**src/rtl/rgmii_rx_framer.sv**
```systemverilog
// -----------------------------------------------------------------------------
// rgmii_rx_framer
//
// Receive-side GMII framer. It sits behind an RGMII-to-GMII converter and turns
// the byte stream into a framed stream with the preamble, the SFD and the FCS
// removed. Each frame ends with a single error flag, and the block counts good
// and bad frames.
//
// The FCS is dropped without a separate length field. Every byte after the SFD
// goes into a 5-byte delay line, and a byte leaves the line only when a newer
// byte pushes it out. When rxdv falls, the line holds the last payload byte
// (the oldest entry) and the 4 FCS bytes. The framer emits the last payload
// byte with m_eof and discards the rest.
//
// Optional feature macro: RGMII_RX_CRC_CHECK_EN
//   defined   : CRC-32 (reflected 0xEDB88320, init 0xFFFFFFFF) runs over every
//               byte after the SFD, FCS included. crc_err is raised at m_eof
//               when the residue is not 0xDEBB20E3.
//   undefined : no CRC logic is built and crc_err is tied low.
//
// Parameters
//   MIN_LEN    shortest acceptable frame, in bytes after the SFD, FCS included
//   MAX_LEN    longest acceptable frame, in bytes after the SFD, FCS included
//
// Ports
//   clk_div    GMII receive clock (125 / 25 / 2.5 MHz)
//   reset      asynchronous reset, active-high
//   rxd        GMII receive data
//   rxdv       GMII data valid
//   rxer       GMII receive error
//   ibs_up     in-band link status (1 = link up)
//   m_data     frame byte (0 when m_valid = 0)
//   m_valid    m_data carries a frame byte this cycle
//   m_sof      first byte of a frame
//   m_eof      last byte of a frame
//   m_err      frame is bad; meaningful only with m_eof
//   crc_err    FCS mismatch; meaningful only with m_eof
//   frame_cnt  good frames delivered (wraps)
//   err_cnt    bad frames and runts (wraps)
// -----------------------------------------------------------------------------
module rgmii_rx_framer #(
  parameter int MIN_LEN = 64,
  parameter int MAX_LEN = 1518
) (
  input  logic        clk_div,
  input  logic        reset,
  input  logic [7:0]  rxd,
  input  logic        rxdv,
  input  logic        rxer,
  input  logic        ibs_up,
  output logic [7:0]  m_data,
  output logic        m_valid,
  output logic        m_sof,
  output logic        m_eof,
  output logic        m_err,
  output logic        crc_err,
  output logic [15:0] frame_cnt,
  output logic [15:0] err_cnt
);

  // Delay line depth: the last payload byte plus the 4 FCS bytes.
  localparam int          DLY       = 5;
  localparam logic [7:0]  PRE_BYTE  = 8'h55;
  localparam logic [7:0]  SFD_BYTE  = 8'hD5;
  localparam logic [15:0] MIN_LEN_W = 16'(MIN_LEN);
  localparam logic [15:0] MAX_LEN_W = 16'(MAX_LEN);
  localparam logic [15:0] DLY_W     = 16'(DLY);

  typedef enum logic [1:0] {
    IDLE     = 2'd0,
    PREAMBLE = 2'd1,
    DATA     = 2'd2,
    DROP     = 2'd3
  } state_t;

  state_t      state_reg;
  logic [15:0] byte_cnt_reg;     // bytes after the SFD, saturating
  logic        sof_pending_reg;  // the next emitted byte opens the frame
  logic        rxer_seen_reg;    // sticky rxer within the current frame
  logic        idle_seen_reg;    // rxdv=0 seen at least once since reset

  logic        shift_en;
  logic        link_abort;
  logic        frame_end;
  logic        have_five;
  logic        len_bad;
  logic        crc_bad;
  logic        eof_err;
  logic [15:0] byte_cnt_inc;
  logic [7:0]  oldest;

  // A byte enters the frame only while the link is up. A sample taken with
  // ibs_up=0 closes the frame and is not buffered.
  assign shift_en   = (state_reg == DATA) && rxdv && ibs_up;

  // In PREAMBLE, rxdv=0 is an ordinary return to IDLE. A link drop counts as
  // an abort only while a frame is actually being signalled.
  assign link_abort = !ibs_up &&
                      ((state_reg == DATA) || ((state_reg == PREAMBLE) && rxdv));
  assign frame_end  = ((state_reg == DATA) && !rxdv) || link_abort;

  assign have_five    = (byte_cnt_reg >= DLY_W);
  assign byte_cnt_inc = (byte_cnt_reg == 16'hFFFF) ? byte_cnt_reg
                                                   : byte_cnt_reg + 16'd1;
  assign len_bad      = (byte_cnt_reg < MIN_LEN_W) || (byte_cnt_reg > MAX_LEN_W);
  assign eof_err      = rxer_seen_reg | crc_bad | len_bad | link_abort;

  // ---------------------------------------------------------------------------
  // 5-byte delay line. Stage 0 takes the newest byte, and stage DLY-1 holds the
  // oldest byte, which is the next one to be emitted.
  // ---------------------------------------------------------------------------
  for (genvar gi = 0; gi < DLY; gi++) begin : g_dly
    logic [7:0] stage_reg;
    logic [7:0] stage_in;

    if (gi == 0) begin : g_head
      assign stage_in = rxd;
    end else begin : g_tail
      assign stage_in = g_dly[gi-1].stage_reg;
    end

    always_ff @(posedge clk_div or posedge reset) begin
      if (reset) begin
        stage_reg <= 8'h00;
      end else if (shift_en) begin
        stage_reg <= stage_in;
      end
    end
  end

  assign oldest = g_dly[DLY-1].stage_reg;

  // ---------------------------------------------------------------------------
  // Optional CRC-32 over every byte after the SFD
  // ---------------------------------------------------------------------------
`ifdef RGMII_RX_CRC_CHECK_EN
  localparam logic [31:0] CRC_POLY    = 32'hEDB88320;
  localparam logic [31:0] CRC_INIT    = 32'hFFFFFFFF;
  localparam logic [31:0] CRC_RESIDUE = 32'hDEBB20E3;

  logic [31:0] crc_reg;

  function automatic logic [31:0] crc32_byte(input logic [31:0] crc_in,
                                             input logic [7:0]  data_in);
    logic [31:0] c;
    c = crc_in ^ {24'h000000, data_in};
    for (int i = 0; i < 8; i++) begin
      c = c[0] ? ((c >> 1) ^ CRC_POLY) : (c >> 1);
    end
    return c;
  endfunction

  always_ff @(posedge clk_div or posedge reset) begin
    if (reset) begin
      crc_reg <= CRC_INIT;
    end else if ((state_reg == PREAMBLE) && rxdv && ibs_up && (rxd == SFD_BYTE)) begin
      crc_reg <= CRC_INIT;
    end else if (shift_en) begin
      crc_reg <= crc32_byte(crc_reg, rxd);
    end
  end

  // When the FCS is included, an intact frame leaves the fixed residue.
  assign crc_bad = (crc_reg != CRC_RESIDUE);
`else
  assign crc_bad = 1'b0;
`endif

  // ---------------------------------------------------------------------------
  // Frame FSM with registered stream outputs and counters
  // ---------------------------------------------------------------------------
  always_ff @(posedge clk_div or posedge reset) begin
    if (reset) begin
      state_reg       <= IDLE;
      byte_cnt_reg    <= 16'd0;
      sof_pending_reg <= 1'b0;
      rxer_seen_reg   <= 1'b0;
      idle_seen_reg   <= 1'b0;
      m_data          <= 8'h00;
      m_valid         <= 1'b0;
      m_sof           <= 1'b0;
      m_eof           <= 1'b0;
      m_err           <= 1'b0;
      crc_err         <= 1'b0;
      frame_cnt       <= 16'd0;
      err_cnt         <= 16'd0;
    end else begin
      // The stream outputs are single-cycle pulses that default to zero.
      m_data  <= 8'h00;
      m_valid <= 1'b0;
      m_sof   <= 1'b0;
      m_eof   <= 1'b0;
      m_err   <= 1'b0;
      crc_err <= 1'b0;

      // Reset can be released in the middle of a frame. Until a gap has been
      // seen, any activity is treated as the tail of that frame and dropped.
      if (!rxdv) begin
        idle_seen_reg <= 1'b1;
      end

      case (state_reg)
        IDLE: begin
          if (ibs_up && rxdv) begin
            if ((rxd == PRE_BYTE) && idle_seen_reg) begin
              state_reg    <= PREAMBLE;
              byte_cnt_reg <= 16'd0;
            end else begin
              state_reg <= DROP;
            end
          end
        end

        PREAMBLE: begin
          if (!rxdv) begin
            state_reg <= IDLE;
          end else if (!ibs_up) begin
            // A link drop before any data counts as a runt.
            err_cnt   <= err_cnt + 16'd1;
            state_reg <= IDLE;
          end else if (rxd == SFD_BYTE) begin
            state_reg       <= DATA;
            byte_cnt_reg    <= 16'd0;
            sof_pending_reg <= 1'b1;
            rxer_seen_reg   <= 1'b0;
          end else if (rxd != PRE_BYTE) begin
            state_reg <= DROP;
          end
        end

        DATA: begin
          if (frame_end) begin
            state_reg       <= IDLE;
            byte_cnt_reg    <= 16'd0;
            sof_pending_reg <= 1'b0;
            if (have_five) begin
              m_valid <= 1'b1;
              m_data  <= oldest;
              m_sof   <= sof_pending_reg;
              m_eof   <= 1'b1;
              m_err   <= eof_err;
              crc_err <= crc_bad;
              if (eof_err) begin
                err_cnt <= err_cnt + 16'd1;
              end else begin
                frame_cnt <= frame_cnt + 16'd1;
              end
            end else begin
              // Too short to contain an FCS: count it and emit nothing.
              err_cnt <= err_cnt + 16'd1;
            end
          end else begin
            // Here rxdv=1 and ibs_up=1, which is exactly when shift_en is set.
            byte_cnt_reg <= byte_cnt_inc;
            if (rxer) begin
              rxer_seen_reg <= 1'b1;
            end
            if (have_five) begin
              m_valid         <= 1'b1;
              m_data          <= oldest;
              m_sof           <= sof_pending_reg;
              sof_pending_reg <= 1'b0;
            end
          end
        end

        DROP: begin
          if (!rxdv) begin
            state_reg <= IDLE;
          end
        end

        default: state_reg <= IDLE;
      endcase
    end
  end

endmodule

```
**config.mk**
```make
export PLATFORM = sky130hd
export DESIGN_NAME = rgmii_rx_framer
export DESIGN_NICKNAME = d
export VERILOG_FILES = /design/src/rtl/rgmii_rx_framer.sv
export SDC_FILE = /design/constraint.sdc
export NUM_CORES = 1
export LEC_CHECK = 0
export ABC_AREA = 1
export CORE_MARGIN = 2
export CORE_UTILIZATION = 51
export DETAILED_ROUTE_END_ITERATION = 10
export GPL_TIMING_DRIVEN = 1
export PLACE_DENSITY = 0.76
export RECOVER_POWER = 50
export SLEW_MARGIN = 20
export SYNTH_ARGS = -nofsm -noshare
export SYNTH_HDL_FRONTEND = slang
export SYNTH_SLANG_ARGS = --single-unit
```
**constraint.sdc**
```tcl
create_clock -name clk_div -period 3.4 [get_ports clk_div]
set_clock_uncertainty 0.15 [all_clocks]
set_input_delay 0.68 -clock clk_div [delete_from_list [all_inputs] [get_ports clk_div]]
set_output_delay 0.68 -clock clk_div [all_outputs]
set_load 0.05 [all_outputs]
```
---- After elaboration in Yosys (flattened, before gate mapping) ----
Cells that the tools add are included.
storage, ports and cells
  flip-flop bits (word level) ............. 105
  output and inout port bits .............. 45
operators by class
  $add $sub $neg .......................... 3
  $lt $le $gt $ge ......................... 3
  eq/ne operators ......................... 21
  multiplexer cells ....................... 46
  bitwise logic cells ..................... 3
  reductions and logical operators ........ 21
operator list
  cell                                                                               number
  16-bit 2-to-1 mux                                                                  12
  16-bit by 1-bit adder with 16-bit output, second input constant                    3
  16-bit case mux with 3 select lines                                                1
  16-bit case mux with 2 select lines                                                1
  1-bit 2-to-1 mux                                                                   19
  2-bit inequality test, second input constant                                       9
  16-bit equality test, second input constant                                        1
  16-bit by 3-bit >= comparator with 1-bit output, second input constant             1
  16-bit by 11-bit greater-than comparator with 1-bit output, second input constant  1
  16-bit by 7-bit less-than comparator with 1-bit output, second input constant      1
  2-bit 2-to-1 mux                                                                   8
  8-bit 2-to-1 mux                                                                   2
  5-bit AND reduction                                                                2
  3-bit inequality test, second input constant                                       3
  8-bit by 7-bit equality test with 1-bit output, second input constant              1
  8-bit equality test, second input constant                                         1
  8-bit by 7-bit inequality test with 1-bit output, second input constant            1
  2-bit case mux with 4 select lines                                                 1
  4-bit AND reduction                                                                2
  1-bit logical AND                                                                  7
  7-bit AND reduction                                                                1
  6-bit AND reduction                                                                1
  5-bit by 3-bit inequality test with 1-bit output, second input constant            1
  2-bit equality test, second input constant                                         2
  10 further kinds                                                                   15

---- Depth between registers and ports, before layout ----
  depth after elaboration ................. 9
  gate-level depth with buffers ........... 12
  mapped depth without buffers ............ 12

---- Least setup slack after synthesis ----
Ideal clock, no wire load.
  path type ............................... register to register
  from .................................... reg frame_cnt[0]
  to ...................................... reg frame_cnt[14]
  library setup time ...................... 0.123 ns
  arrival ................................. 1.715 ns
  data required time ...................... 3.127 ns
  setup slack ............................. 1.412 ns
  cell stages (with the launch flop) ...... 8
  path buffers ............................ 0
  clock period less this slack ............ 1.988 ns
  cells stage by stage .................... dfrtp_1 -> ha_1 -> nand3_1 -> nor3_1 -> nand3_1 -> xor2_1 -> nand2_1 -> o21ai_1
between the ends
  longest elaborated chain between the ends .. 1
RTL lines
  what                                      line  text
  start, declared                           57    output logic [15:0] frame_cnt,
  start signal, assigned                    246   frame_cnt <= frame_cnt + 16'd1;
  16-bit by 1-bit adder with 16-bit output  246
Every way passes these cells.
A chain may end at the register's enable or synchronous reset.

---- Worst setup path in the final report ----
  from .................................... in rxdv
  to ...................................... reg state_reg[0]
between the ends
  longest elaborated chain between the ends .. 6
  elaborated cells between the ends (all ways) .. 14
  classes of those cells .................. 4 x eq/ne; 2 x mux; 8 x reduce/logical
RTL lines
  what                             line  text
  start, declared                  48    input logic rxdv,
  1-bit logical AND                99    ((state_reg == DATA) || ((state_reg == PREAMBLE) && rxdv));
  1-bit logical OR                 99
  1-bit logical AND                98    assign link_abort = !ibs_up &&
  1-bit logical OR                 100   assign frame_end = ((state_reg == DATA) && !rxdv) || link_abort;
  2-bit inequality test (no line)  --
  4-bit AND reduction (no line)    --
  end signal, assigned             174   state_reg <= IDLE;
  end signal, assigned             206   state_reg <= PREAMBLE;
  end signal, assigned             209   state_reg <= DROP;
  end, declared                    76    state_t state_reg;
Several ways; a longest one is shown, not always the timed one.

==> summary.md <==
| Metric | Value |
|---|---|
| GRT overflow | `0` |
| Status | `finished, final reports clean` |
| Leakage | `3.03 nW` |
| First drt pass iteration count | `5` |
| RSZ-0062 raised after global routing | `no` |
| Critical path arrival | `2.91 ns` |
| Number of flip-flops in the largest register | `40` |
| Rows | `37` |
| Worst R2R Setup Slack | `0.93 ns` |
| Fmax | `359 MHz` |
| First-pass GRT wire length | `19,700 um` |
| Initial Util | `52.4%` |
| CP max stage delay | `0.62 ns` |
| Fin crit share | `82.0%` |
| Critical path, cell by cell | `dlygate4sd3_1 -> nand2_1 -> inv_1 -> nand2_1 -> buf_4 -> inv_1 -> a31oi_1 -> nand3_1 -> nand2_1 -> o21ai_0` |
| Vias post-DR | `4,626` |
| Req. time, crit path | `3.52 ns` |
| CP startpoint kind | `primary input` |
| Max-slew violation count | `0` |
| H-tree Lvls | `3` |
| Final net count | `772` |
| IO Count | `58` |
| Ant diodes | `0` |
| Via density | `5.17` |
| Most frequent cells in the layout | `nand2_1, dfrtp_1, inv_1, nor2_1, clkdlybuf4s50_1` |
| Skew-Pair Late Insertion Delay | `0.38 ns` |
| CTS root buf | `clkbuf_8` |
| Die Wd | `107 um` |
| Worst Tran Pin Value | `1.39 ns` |
| Share of cells above drive strength 1 | `5.93%` |
| CTS clk-pin slew, worst paths | `0.11 ns` |
| Worst Path Max Fanout | `38` |
| Cell mode on critical path | `nand2_1` |
| Pwr dens | `673 nW/um^2` |
| Height of the die | `107 um` |
| # setup viols final | `0` |
| Gp weighted congestion | `0.882` |
| Largest net degree at the start of global routing | `106` |
| Rel. slew slack | `7.46%` |
| Iter 0 DRT Violations | `326` |
| Total clock sinks | `105` |
| FILL cells | `942` |
| Crit Path Class | `in2reg` |
| Minimum clock period | `2.79 ns` |
| DRT antenna net count | `0` |
| Final hold viol count | `0` |
| Cells after synthesis | `703` |
| Syn_area_per_cell | `7.67 um^2` |
| Routed WL | `11,500 um` |
| Max VDD drop | `416 uV` |
| Ys Warns | `0` |
| Global router's overall resource usage | `21.4%` |
| FFs w/ async S/R, synth | `100%` |
| Register bit count reported by yosys | `105` |
| Clk buf depth | `2` |
| Worst path slowest cell | `dlygate4sd3_1` |
| DRC viols | `0` |
| TritonCTS clock tree | `yes` |
| Synth-to-Final Area Change | `16.4%` |
| PnR Total Power | `4.23 mW` |
| Drt wl/cell | `12.8 um` |
| Crit. End Element | `flip-flop` |
| Seq/Total Area, Yosys | `48.8%` |
| Netlist Area Pre-Place | `5390 um^2` |
| Post-cts sizing count | `0` |
| Initial antenna violation count | `0` |
| Commonest non-fill, non-tap cell in the layout | `nand2_1` |
| Ys flop type | `dfrtp_1` |
| CTS Hold Bufs | `0` |
| Core area | `10,300 um^2` |
| Num CTS Buffers | `9` |
| # port buffers | `56` |
| Setup Fix Bufs, Post-CTS | `0` |
| Setup TNS | `0 ns` |
| Die Area | `11,400 um^2` |
| Mapped Nets | `721` |
| Number of library cell types mapped by synthesis | `34` |
| Vias in the first global route | `4,268` |
| Post-synth EDFFs | `0` |
| Max_cap viols | `0` |
| Dpl hpwl | `8030 um` |
| Min-delay worst type | `reg2reg` |
## cells in the mapped netlist (2+ instances only)
cell type  number  share of area, %
o21ai_1        18               1.7
nand3_1        49               4.6
nand4_1        22               2.6
nor2_2          2              0.23
buf_2           9              0.84
nand2_1       254                18
nor3_1         16               1.5
xor2_1         20               3.3
clkbuf_1        4              0.28
buf_4           6              0.84
inv_2           6              0.42
o21ai_0        27               2.5
nor2_1         59               4.1
xnor2_1         4              0.65
nand2_2         6              0.70
o22ai_1         2              0.23
ha_1            5               1.2
dfrtp_1       105                49
nor2_4          4              0.84
inv_1          67               4.7
or2_2           2              0.23
a21oi_1         4              0.37
## metrics by stage
stage / hold WS, ns / setup slack [ns] / cell area, um^2 / util, % / std cells
floorplan: 0.290 / 1.31 / 5390 / - / 703
global placement: 0.300 / 0.608 / 6050 / 58.9 / 879
detailed placement: 0.305 / 0.371 / 6050 / 58.9 / 879
CTS: 0.329 / 0.804 / 6300 / 61.3 / 895
global route: 0.334 / 0.475 / 6270 / 61.1 / 895
finish: 0.329 / 0.613 / 6270 / 61.1 / 895
## layout make-up
class                           instances  area [um^2]  share of cell area, %
Timing Repair Buffer                   61          598                   9.53
Clock inverter                          7          121                   1.93
Multi-Input combinational cell        503         2350                   37.4
Inverter                               74          284                   4.53
Clock buffer                            9          124                   1.97
Tap cell                              136          170                   2.71
Sequential cell                       105         2630                   41.9
## power by group
| group | leakage, nW | internal [mW] | total (mW) | switching (mW) |
|---|---|---|---|---|
| combinational | 1.50 | 0.456 | 1.48 | 1.02 |
| sequential | 1.41 | 1.57 | 1.83 | 0.261 |
| clock | 0.122 | 0.437 | 0.913 | 0.476 |
| total | 3.03 | 2.47 | 4.23 | 1.76 |
## metal layers
layer  vias to the layer above  track usage (%)  part of all wire, %
met5                         -                0                    0
met3                        16             4.13                  3.7
met2                        96             33.9                   47
met4                         0             7.51                  1.8
li1                       2319                -                    -
met1                      2195             29.4                   47
## worst max-delay path, delay by kind of cell
family	cells	cell delay (ns)
buf+inv	4	1.29
simple gates	4	0.59
compound gates	2	0.34
## logic make-up (layout without fill, tap and decap cells)
kind of cell / count (synthesis) / after routing / synth area share [%]
xor+xnor: 24 / 24 / 3.90
fa+ha+maj: 5 / 5 / 1.16
compound gates: 55 / 55 / 5.50
other cells: 1 / 1 / 0.0696
simple gates: 418 / 418 / 33.2
flops: 105 / 105 / 48.8
buf+inv: 95 / 151 / 7.43
## final timing paths
check / from / endpoint / cells after the start
max in group asynchronous: reset / byte_cnt_reg[8] / 3
min in group asynchronous: reset / g_dly[4].stage_reg[2] / 3
worst max-delay path: rxdv / state_reg[0] / 10
worst max register to register: byte_cnt_reg[0] / err_cnt[4] / 9
worst min-delay path: g_dly[1].stage_reg[1] / g_dly[2].stage_reg[1] / 2
worst min register to register: g_dly[1].stage_reg[1] / g_dly[2].stage_reg[1] / 2
(Power assumes the default switching activity.)
